File: config.mk
export PLATFORM = sky130hd
export DESIGN_NAME = instr_fetch_unit
export DESIGN_NICKNAME = d
export VERILOG_FILES = /design/src/rtl/instr_fetch_unit_pkg.sv /design/src/rtl/instr_fetch_unit_fetch_fifo.sv /design/src/rtl/instr_fetch_unit.sv
export SDC_FILE = /design/constraint.sdc
export NUM_CORES = 1
export LEC_CHECK = 0
export CAP_MARGIN = 20
export CORE_UTILIZATION = 53
export DETAILED_ROUTE_END_ITERATION = 10
export MAX_ROUTING_LAYER = met4
export PLACE_DENSITY = 0.9
export SKIP_LAST_GASP = 1
export SYNTH_ARGS = -nofsm -noshare
export SYNTH_HDL_FRONTEND = slang
export SYNTH_SLANG_ARGS = --single-unit
File: constraint.sdc
create_clock -name clk -period 6 [get_ports clk]
set_input_delay 1.2 -clock clk [delete_from_list [all_inputs] [get_ports clk]]
set_output_delay 1.2 -clock clk [all_outputs]
set_load 0.02 [all_outputs]
File: src/rtl/instr_fetch_unit_pkg.sv
// rtl/instr_fetch_unit_pkg.sv - shared fetch states, constants and opcode defines
package instr_fetch_unit_pkg;

  typedef enum logic {
    ST_RUN   = 1'b0,
    ST_FLUSH = 1'b1
  } fetch_state_t;

  localparam logic [31:0] PC_STEP    = 32'd4;
  localparam logic [31:0] NOP_INSTR  = 32'h0000_0013;

  localparam logic [6:0]  OPC_OP_IMM = 7'b0010011;
  localparam logic [6:0]  OPC_BRANCH = 7'b1100011;
  localparam logic [6:0]  OPC_JALR   = 7'b1100111;
  localparam logic [6:0]  OPC_JAL    = 7'b1101111;

  function automatic logic [31:0] align_pc(input logic [31:0] pc);
    return pc & ~32'h0000_0003;
  endfunction

endpackage

File: src/rtl/instr_fetch_unit_fetch_fifo.sv
// rtl/instr_fetch_unit_fetch_fifo.sv - synchronous {pc, instr} buffer with flush
module fetch_fifo #(
  parameter int DEPTH = 2,
  parameter int WIDTH = 64,
  localparam int AW = (DEPTH > 1) ? $clog2(DEPTH) : 1,
  localparam int CW = $clog2(DEPTH + 1)
) (
  input  logic             clk,
  input  logic             rst,
  input  logic             i_flush,
  input  logic             i_push,
  input  logic [WIDTH-1:0] i_wdata,
  input  logic             i_pop,
  output logic [WIDTH-1:0] o_rdata,
  output logic             o_empty,
  output logic [CW-1:0]    o_count
);

  logic [WIDTH-1:0] r_mem [DEPTH];
  logic [AW-1:0]    r_wptr;
  logic [AW-1:0]    r_rptr;
  logic [CW-1:0]    r_count;

  // A pop in the flush cycle still completes; the flush then empties the rest.
  always_ff @(posedge clk or posedge rst) begin
    if (rst) begin
      r_wptr  <= '0;
      r_rptr  <= '0;
      r_count <= '0;
    end else if (i_flush) begin
      r_wptr  <= '0;
      r_rptr  <= '0;
      r_count <= '0;
    end else begin
      if (i_push) r_wptr <= (r_wptr == AW'(DEPTH - 1)) ? '0 : r_wptr + 1'b1;
      if (i_pop)  r_rptr <= (r_rptr == AW'(DEPTH - 1)) ? '0 : r_rptr + 1'b1;
      r_count <= r_count + CW'(i_push) - CW'(i_pop);
    end
  end

  always_ff @(posedge clk) begin
    if (i_push && !i_flush) r_mem[r_wptr] <= i_wdata;
  end

  assign o_rdata = r_mem[r_rptr];
  assign o_empty = (r_count == '0);
  assign o_count = r_count;

endmodule

File: src/rtl/instr_fetch_unit.sv
// rtl/instr_fetch_unit.sv - credit-limited instruction fetch with redirect flush
module instr_fetch_unit
  import instr_fetch_unit_pkg::*;
#(
  parameter logic [31:0] RESET_PC   = 32'h0000_0000,
  parameter int          FIFO_DEPTH = 2
) (
  input  logic        clk,
  input  logic        rst,
  output logic        imem_req,
  output logic [31:0] imem_addr,
  input  logic        imem_gnt,
  input  logic        imem_rvalid,
  input  logic [31:0] imem_rdata,
  input  logic        redirect_valid,
  input  logic [31:0] redirect_pc,
  output logic        inst_valid,
  input  logic        inst_ready,
  output logic [31:0] inst_data,
  output logic [31:0] inst_pc
);

  localparam int CW = $clog2(FIFO_DEPTH + 1);

  fetch_state_t r_state, w_state_next;
  logic [31:0]  r_pc, w_pc_next;
  logic [31:0]  r_rsp_pc, w_rsp_pc_next;
  logic [CW-1:0] r_out, w_out_next;
  logic [CW-1:0] r_stale, w_stale_next;
  logic [CW:0]   w_used;
  logic [CW-1:0] w_count;
  logic [63:0]   w_head;
  logic          w_empty, w_pop, w_gnt, w_rv, w_push;

  assign inst_valid = !w_empty;
  assign w_pop      = inst_valid & inst_ready;
  assign w_used     = {1'b0, r_out} + {1'b0, w_count} - (CW+1)'(w_pop);
  assign imem_req   = !rst && (r_state == ST_RUN) && (w_used < (CW+1)'(FIFO_DEPTH));
  assign imem_addr  = r_pc;
  assign w_gnt      = imem_req & imem_gnt;
  // A response with nothing outstanding is a protocol error and is dropped.
  assign w_rv       = imem_rvalid && (r_out != '0);
  assign w_push     = w_rv && (r_state == ST_RUN) && !redirect_valid;
  assign w_out_next = r_out + CW'(w_gnt) - CW'(w_rv);

  // Responses are in order, so the pc of the next kept response just counts up.
  assign w_pc_next     = redirect_valid ? align_pc(redirect_pc) : (w_gnt ? r_pc + PC_STEP : r_pc);
  assign w_rsp_pc_next = redirect_valid ? align_pc(redirect_pc) : (w_push ? r_rsp_pc + PC_STEP : r_rsp_pc);

  always_comb begin
    w_state_next = r_state;
    w_stale_next = r_stale;
    case (r_state)
      ST_RUN: begin
        if (redirect_valid) begin
          w_stale_next = w_out_next;
          w_state_next = (w_out_next != '0) ? ST_FLUSH : ST_RUN;
        end
      end
      ST_FLUSH: begin
        if (w_rv && (r_stale != '0)) w_stale_next = r_stale - 1'b1;
        if (redirect_valid) begin
          w_stale_next = w_out_next;
        end else if (w_stale_next == '0) begin
          w_state_next = ST_RUN;
        end
      end
      default: w_state_next = ST_RUN;
    endcase
  end

  always_ff @(posedge clk or posedge rst) begin
    if (rst) begin
      r_state  <= ST_RUN;
      r_pc     <= RESET_PC;
      r_rsp_pc <= RESET_PC;
      r_out    <= '0;
      r_stale  <= '0;
    end else begin
      r_state  <= w_state_next;
      r_pc     <= w_pc_next;
      r_rsp_pc <= w_rsp_pc_next;
      r_out    <= w_out_next;
      r_stale  <= w_stale_next;
    end
  end

  fetch_fifo #(
    .DEPTH (FIFO_DEPTH),
    .WIDTH (64)
  ) u_fetch_fifo (
    .clk     (clk),
    .rst     (rst),
    .i_flush (redirect_valid),
    .i_push  (w_push),
    .i_wdata ({r_rsp_pc, imem_rdata}),
    .i_pop   (w_pop),
    .o_rdata (w_head),
    .o_empty (w_empty),
    .o_count (w_count)
  );

  assign inst_pc   = w_empty ? 32'h0 : w_head[63:32];
  assign inst_data = w_empty ? 32'h0 : w_head[31:0];

endmodule
==> out/metrics.cfg, run 1 <==
[grt]
antenna_found_initial=0
busiest_layer=met2
grtUsageMet2=0.3834
grt_usage=0.2523
use_met1=0.3373
grt_max_degree=94
grtUsageMet3=0.04875
grt_pass1_wl_um=34390
grt_pass1_vias=6677
grt_overflow=0

[cells_and_area]
n_antenna_cell=0
utilization=0.6867
fill_cells=1181
nets=994
register_area_sq_mm=0.005454
area_growth_pct=25.05
layout-drive-gt1-share=0.07112
stdcell_count=1148
multiInputGateArea_sq_mm=0.003530

[timing]
timing.final.max_slew_violations=0
setup_viol=0
fin_tns_setup_ps=0
fmax_mhz=200.4
relSlewSlack=0.2726
skew_ps=6.425
hold_slack_ps=522.9
rsz0062_at_grt=no
worst_pin_slew_ps=1091
fin_crit_ps=4990
hold_viol_final=0
fin_crit_sh=0.8317

[place]
hpwl_um=13690
gp_congestion=0.8859
io_buffers=161
place_inst=1115

[clock_network]
cts_tree=yes
clk_path_buf_depth=2
clk_pin_slew_ps=60
root_buffer=clkbuf_16
cts.sinks=193
hold_buffers=0
cts_resized=0
postCtsSetupRepairBufs=0
htreeDepth=4
clk_latency_ps=420
numCtsBuffers=17

[critical_path]
crit_arrival_ps=3790
worst_setup_path_end_kind=output pin
cp-start-kind=input port
required_ps=4800
crit_fanout=4
worstSetupPathType=input port to output pin

[synth]
synthFlopType=edfxtp_1
synth-edff-count=124
synth_warnings=0
ys_seq_area_frac=0.5901
synth_cell_types=60
syn_inst=773
ys_top_cells_by_count=124 x edfxtp_1, 98 x nor2_1, 69 x dfrtp_1
yosysTopAreaCellShare=0.4031
async_reset_ff_frac=0.3575
ys_top_cells_by_area=edfxtp_1 40%, dfrtp_1 19%, mux2i_1 7.0%
syn_area_sq_mm=0.009236
yosys_register_bits=193
synth_top_area_cell=edfxtp_1
syn_avg_cell_area_sq_um=11.95
synth_most_common_cell=edfxtp_1

[detailed_routing]
avgRoutedWirePerCell_um=18.50
drtAntennaViolNets=0
drc=0
drtIter0Drc=981
via_count=6961
dr.pass1.iters=6
viasPerCell=6.064
wl_um=21240

[power_and_ir_drop]
ir_worst_vdd_uv=221.8
power_density_mw_per_mm2=364.6
p_total_mw=4.211
leakagePower_nw=3.966

[job]
maxCapViolCount=0

[floorplan]
pin_count=168
die_area_sq_mm=0.01796
start_util=0.5492
rows=47
die_h_um=134.0
die_w_um=134.0
core_sq_mm=0.01682

[outcome]
status=finished, final reports clean

[min_path]
hold_class=register to register

-- cells in the final DEF (no fill, tap or decap), drive strengths merged, types with 4 or more instances in the layout --
cell,count
clkbuf,20
and2,5
clkinv,7
nor4,24
inv,18
buf,10
o31a,5
clkdlybuf4s50,160
a311oi,20
a21oi,6
xnor2,14
ha,8
a31oi,13
or3,6
nor2,98
conb,4
mux2i,65
nand2,27
xor2,5
or2,4
edfxtp,124
nand2b,10
nand3,20
or4,10
o21ai,13
nor3,27
and4,16
nand4,25
o31ai,17
o311a,9
a211o,4
mux2,9
a211oi,9
and3,17
dfrtp,69
nor2b,12
-- final timing paths --
path / startpoint / to / slack (ps) / depth (start not counted)
worst max-delay path: inst_ready / imem_req / 1010 / 8
worst min-delay path: r_rsp_pc[9]$_DFFE_PP0N_ / u_fetch_fifo.r_mem[0][41]$_DFFE_PP_ / 520 / 0
worst max register to register: u_fetch_fifo.o_count[1]$_DFF_PP0_ / imem_addr[20]$_DFFE_PP0N_ / 2680 / 8
worst min register to register: r_rsp_pc[9]$_DFFE_PP0N_ / u_fetch_fifo.r_mem[0][41]$_DFFE_PP_ / 520 / 0
max in group asynchronous: rst / u_fetch_fifo.r_rptr$_DFFE_PP0P_ / 3720 / 3
min in group asynchronous: rst / imem_addr[2]$_DFFE_PP0N_ / 1290 / 2
-- flip-flops by register name (all words and copies together), names as in the netlist --
signal,flops
imem_addr,30
r_out,2
r_rsp_pc,30
r_stale,2
r_state,1
u_fetch_fifo.o_count,2
u_fetch_fifo.r_mem,124
u_fetch_fifo.r_rptr,1
u_fetch_fifo.r_wptr,1
-- per-layer routing --
metal / routed length (um) / vias up
li1: - / 3229
met1: 9209 / 3334
met2: 9986 / 333
met3: 1506 / 65
met4: 541 / 0
met5: 0 / -
-- report_power, final --
part	total (mW)	switching [mW]	internal, mW
Combinational	1.39	0.753	0.633
Clock	1.07	0.464	0.608
Sequential	1.75	0.193	1.56
Total	4.21	1.41	2.80
-- stage by stage --
step | instance area (sq um) | setup slack [ps]
after floorplan | 9248 | 1012
after global placement | 10990 | 1030
after detailed placement | 10990 | 997.2
after CTS | 11540 | 982.4
after global routing | 11550 | 865.0
final | 11550 | 1010
-- worst max-delay path, cell delays in order --
cell and delay [ps]:
clkdlybuf4s50_1 520, nand2_1 70, nor2_1 160, o21ai_0 140, fa_1 450, xnor2_1 570
nor2_1 120, clkdlybuf4s50_1 560
-- area by class of cell --
type,instances,share of cell area
sequential,193,0.4722
clock inverter,12,0.01007
inverter,17,0.005525
timing repair buffer,170,0.1449
tap,220,0.02383
multi-input combinational,516,0.3056
clock buffer,20,0.03781
-- logic make-up (layout without fill, tap and decap cells) --
| logic type | after synthesis | in the layout | share of synthesized area |
|---|---|---|---|
| xor+xnor | 19 | 19 | 0.01883 |
| buf+inv | 67 | 219 | 0.03075 |
| other cells | 1 | 4 | 0.0004060 |
| fa+ha+maj | 9 | 9 | 0.01301 |
| compound gates | 104 | 104 | 0.08480 |
| mux | 74 | 74 | 0.08141 |
| flops | 193 | 193 | 0.5901 |
| simple gates | 306 | 306 | 0.1807 |
No activity file was read; power rests on OpenSTA's default activity.
==> run 2: changes to the inputs <==
==> constraint.sdc (replaced) <==
create_clock -name clk -period 5 [get_ports clk]
set_input_delay 1 -clock clk [delete_from_list [all_inputs] [get_ports clk]]
set_output_delay 1 -clock clk [all_outputs]
set_load 0.02 [all_outputs]
==> run 2 against run 1 <==
  * First-iteration DRC count down 4.7%
  * Flip-flop and latch count unchanged
  * Via count up 1.1%
  * Setup slack worse by 640 ps
  * Final cell count grew 0.17%
  * Combinational power up 19%
  * Clock skew is 4.0 ps higher
  * Wire length fell by 0.19%
  * Clock power up 17%
  * Non-clock buffer count rose by 2
  * Clock-buffer cell count did not move
  * Critical path depth did not move
  * Largest power group unchanged
==> out/metrics.cfg, run 2 (synthesis results as in run 1) <==
[cells_and_area]
layout-drive-gt1-share=0.07849
fill_cells=1203
stdcell_count=1150
n_antenna_cell=0
area_growth_pct=25.35
nets=996
largest_reg_flops=124
top_register=u_fetch_fifo.r_mem
final_cell_mix=160 x clkdlybuf4s50_1, 124 x edfxtp_1, 96 x nor2_1, 68 x dfrtp_1, 65 x mux2i_1
final_common_cell=clkdlybuf4s50_1

[timing]
hold_viol_final=0
fin_tns_setup_ps=0
relSlewSlack=0.2605
fin_crit_ps=4626
setup_viol=0
skew_ps=10.44
fin_crit_sh=0.9251
worst_pin_slew_ps=1109
fmax_mhz=216.2
rsz0062_at_grt=no
timing.final.max_slew_violations=0

[critical_path]
rr_startpoint=u_fetch_fifo.o_count[1]$_DFF_PP0_
required_ps=4000
cp-start-kind=input port
max_stage_delay_ps=570
crit_chain=clkdlybuf4s50_1 -> nand2_1 -> nor2_1 -> o21ai_0 -> fa_1 -> xnor2_1 -> nor2_1 -> clkdlybuf4s50_1
slowest_stage=clkdlybuf4s50_1
crit_fanout=4
crit_arrival_ps=3630
crit_start=inst_ready
worstSetupPathType=input port to output pin
worst_setup_path_end_kind=output pin

[detailed_routing]
drc=0
drtIter0Drc=935
viasPerCell=6.122
drtAntennaViolNets=0
avgRoutedWirePerCell_um=18.44
via_count=7040
wl_um=21200
dr.pass1.iters=5

[clock_network]
postCtsSetupRepairBufs=0
cts_resized=0
cts.sinks=193
clk_pin_slew_ps=70
numCtsBuffers=17
hold_buffers=0
cts_tree=yes
htreeDepth=4
clk_latency_ps=440
root_buffer=clkbuf_16
clk_path_buf_depth=2

[floorplan]
core_sq_mm=0.01682
pin_count=168
die_w_um=134.0
rows=47
die_h_um=134.0
start_util=0.5492
die_area_sq_mm=0.01796

[grt]
grt_overflow=0
grt_usage=0.2470
grt_max_degree=64
antenna_found_initial=0
grt_pass1_wl_um=33750
grt_pass1_vias=6576

[power_and_ir_drop]
leakagePower_nw=3.986
power_density_mw_per_mm2=432.9
p_total_mw=5.012
ir_worst_vdd_uv=281.0

[place]
gp_congestion=0.8974
hpwl_um=13920
io_buffers=161
place_inst=1116

[min_path]
hold_class=register to register
hp-start=r_rsp_pc[9]$_DFFE_PP0N_

[outcome]
status=finished, final reports clean

[job]
maxCapViolCount=0

-- run 2: cell count changes in the layout (fill, tap and decap cells not counted), sizes merged --
| cell | delta |
|---|---|
| buf | +2 |
| inv | +2 |
| bufinv | -2 |
-- run 2: final timing paths --
check,end,cells after the start,slack [ps]
max in group asynchronous,r_rsp_pc[19]$_DFFE_PP0N_,4,3260
worst min register to register,u_fetch_fifo.r_mem[0][41]$_DFFE_PP_,0,530
min in group asynchronous,imem_addr[2]$_DFFE_PP0N_,2,900
worst min-delay path,u_fetch_fifo.r_mem[0][41]$_DFFE_PP_,0,530
worst max register to register,r_state$_DFF_PP0_,11,1800
worst max-delay path,imem_req,8,370
-- run 2: critical path, delay by kind of cell --
family | cells | cell delay, ps
and+or+nand+nor | 3 | 370
buffers and inverters | 2 | 1110
xor gates and xnor gates | 1 | 550
AOI/OAI and AO/OA | 1 | 140
adders and majority gates | 1 | 460
-- run 2: report_power, final --
| group | switching (mW) | internal, mW |
|---|---|---|
| sequential | 0.232 | 1.87 |
| combinational | 0.896 | 0.765 |
| clock | 0.582 | 0.667 |
-- run 2: per-stage QoR --
stage                     setup slack [ps]  hold slack [ps]  cell area (sq um)  utilization
after floorplan                      212.0            440.2               9248            -
after global placement               413.1            490.5              11010       0.6546
after detailed placement             379.5            516.5              11010       0.6546
after CTS                            367.1            529.4              11550       0.6867
after global routing                 214.5            559.6              11580       0.6884
final                                374.5            528.1              11580       0.6884
-- run 2: layout make-up --
type,count,area [sq um],area share
clock buffers,20,459.2,0.03966
clock inverters,12,81.33,0.007025
inverters,17,63.81,0.005512
multi-input cells,516,3530,0.3049
flip-flops and latches,193,5454,0.4711
well taps,220,275.3,0.02378
repair buffers,172,1714,0.1481
-- run 2: metal layers --
layer	vias to the layer above	global-route usage	share of wire
met4	0	0.09925	0.021
met5	-	-	0
met2	384	0.3771	0.48
li1	3237	-	-
met1	3374	0.3310	0.42
met3	45	0.04119	0.077
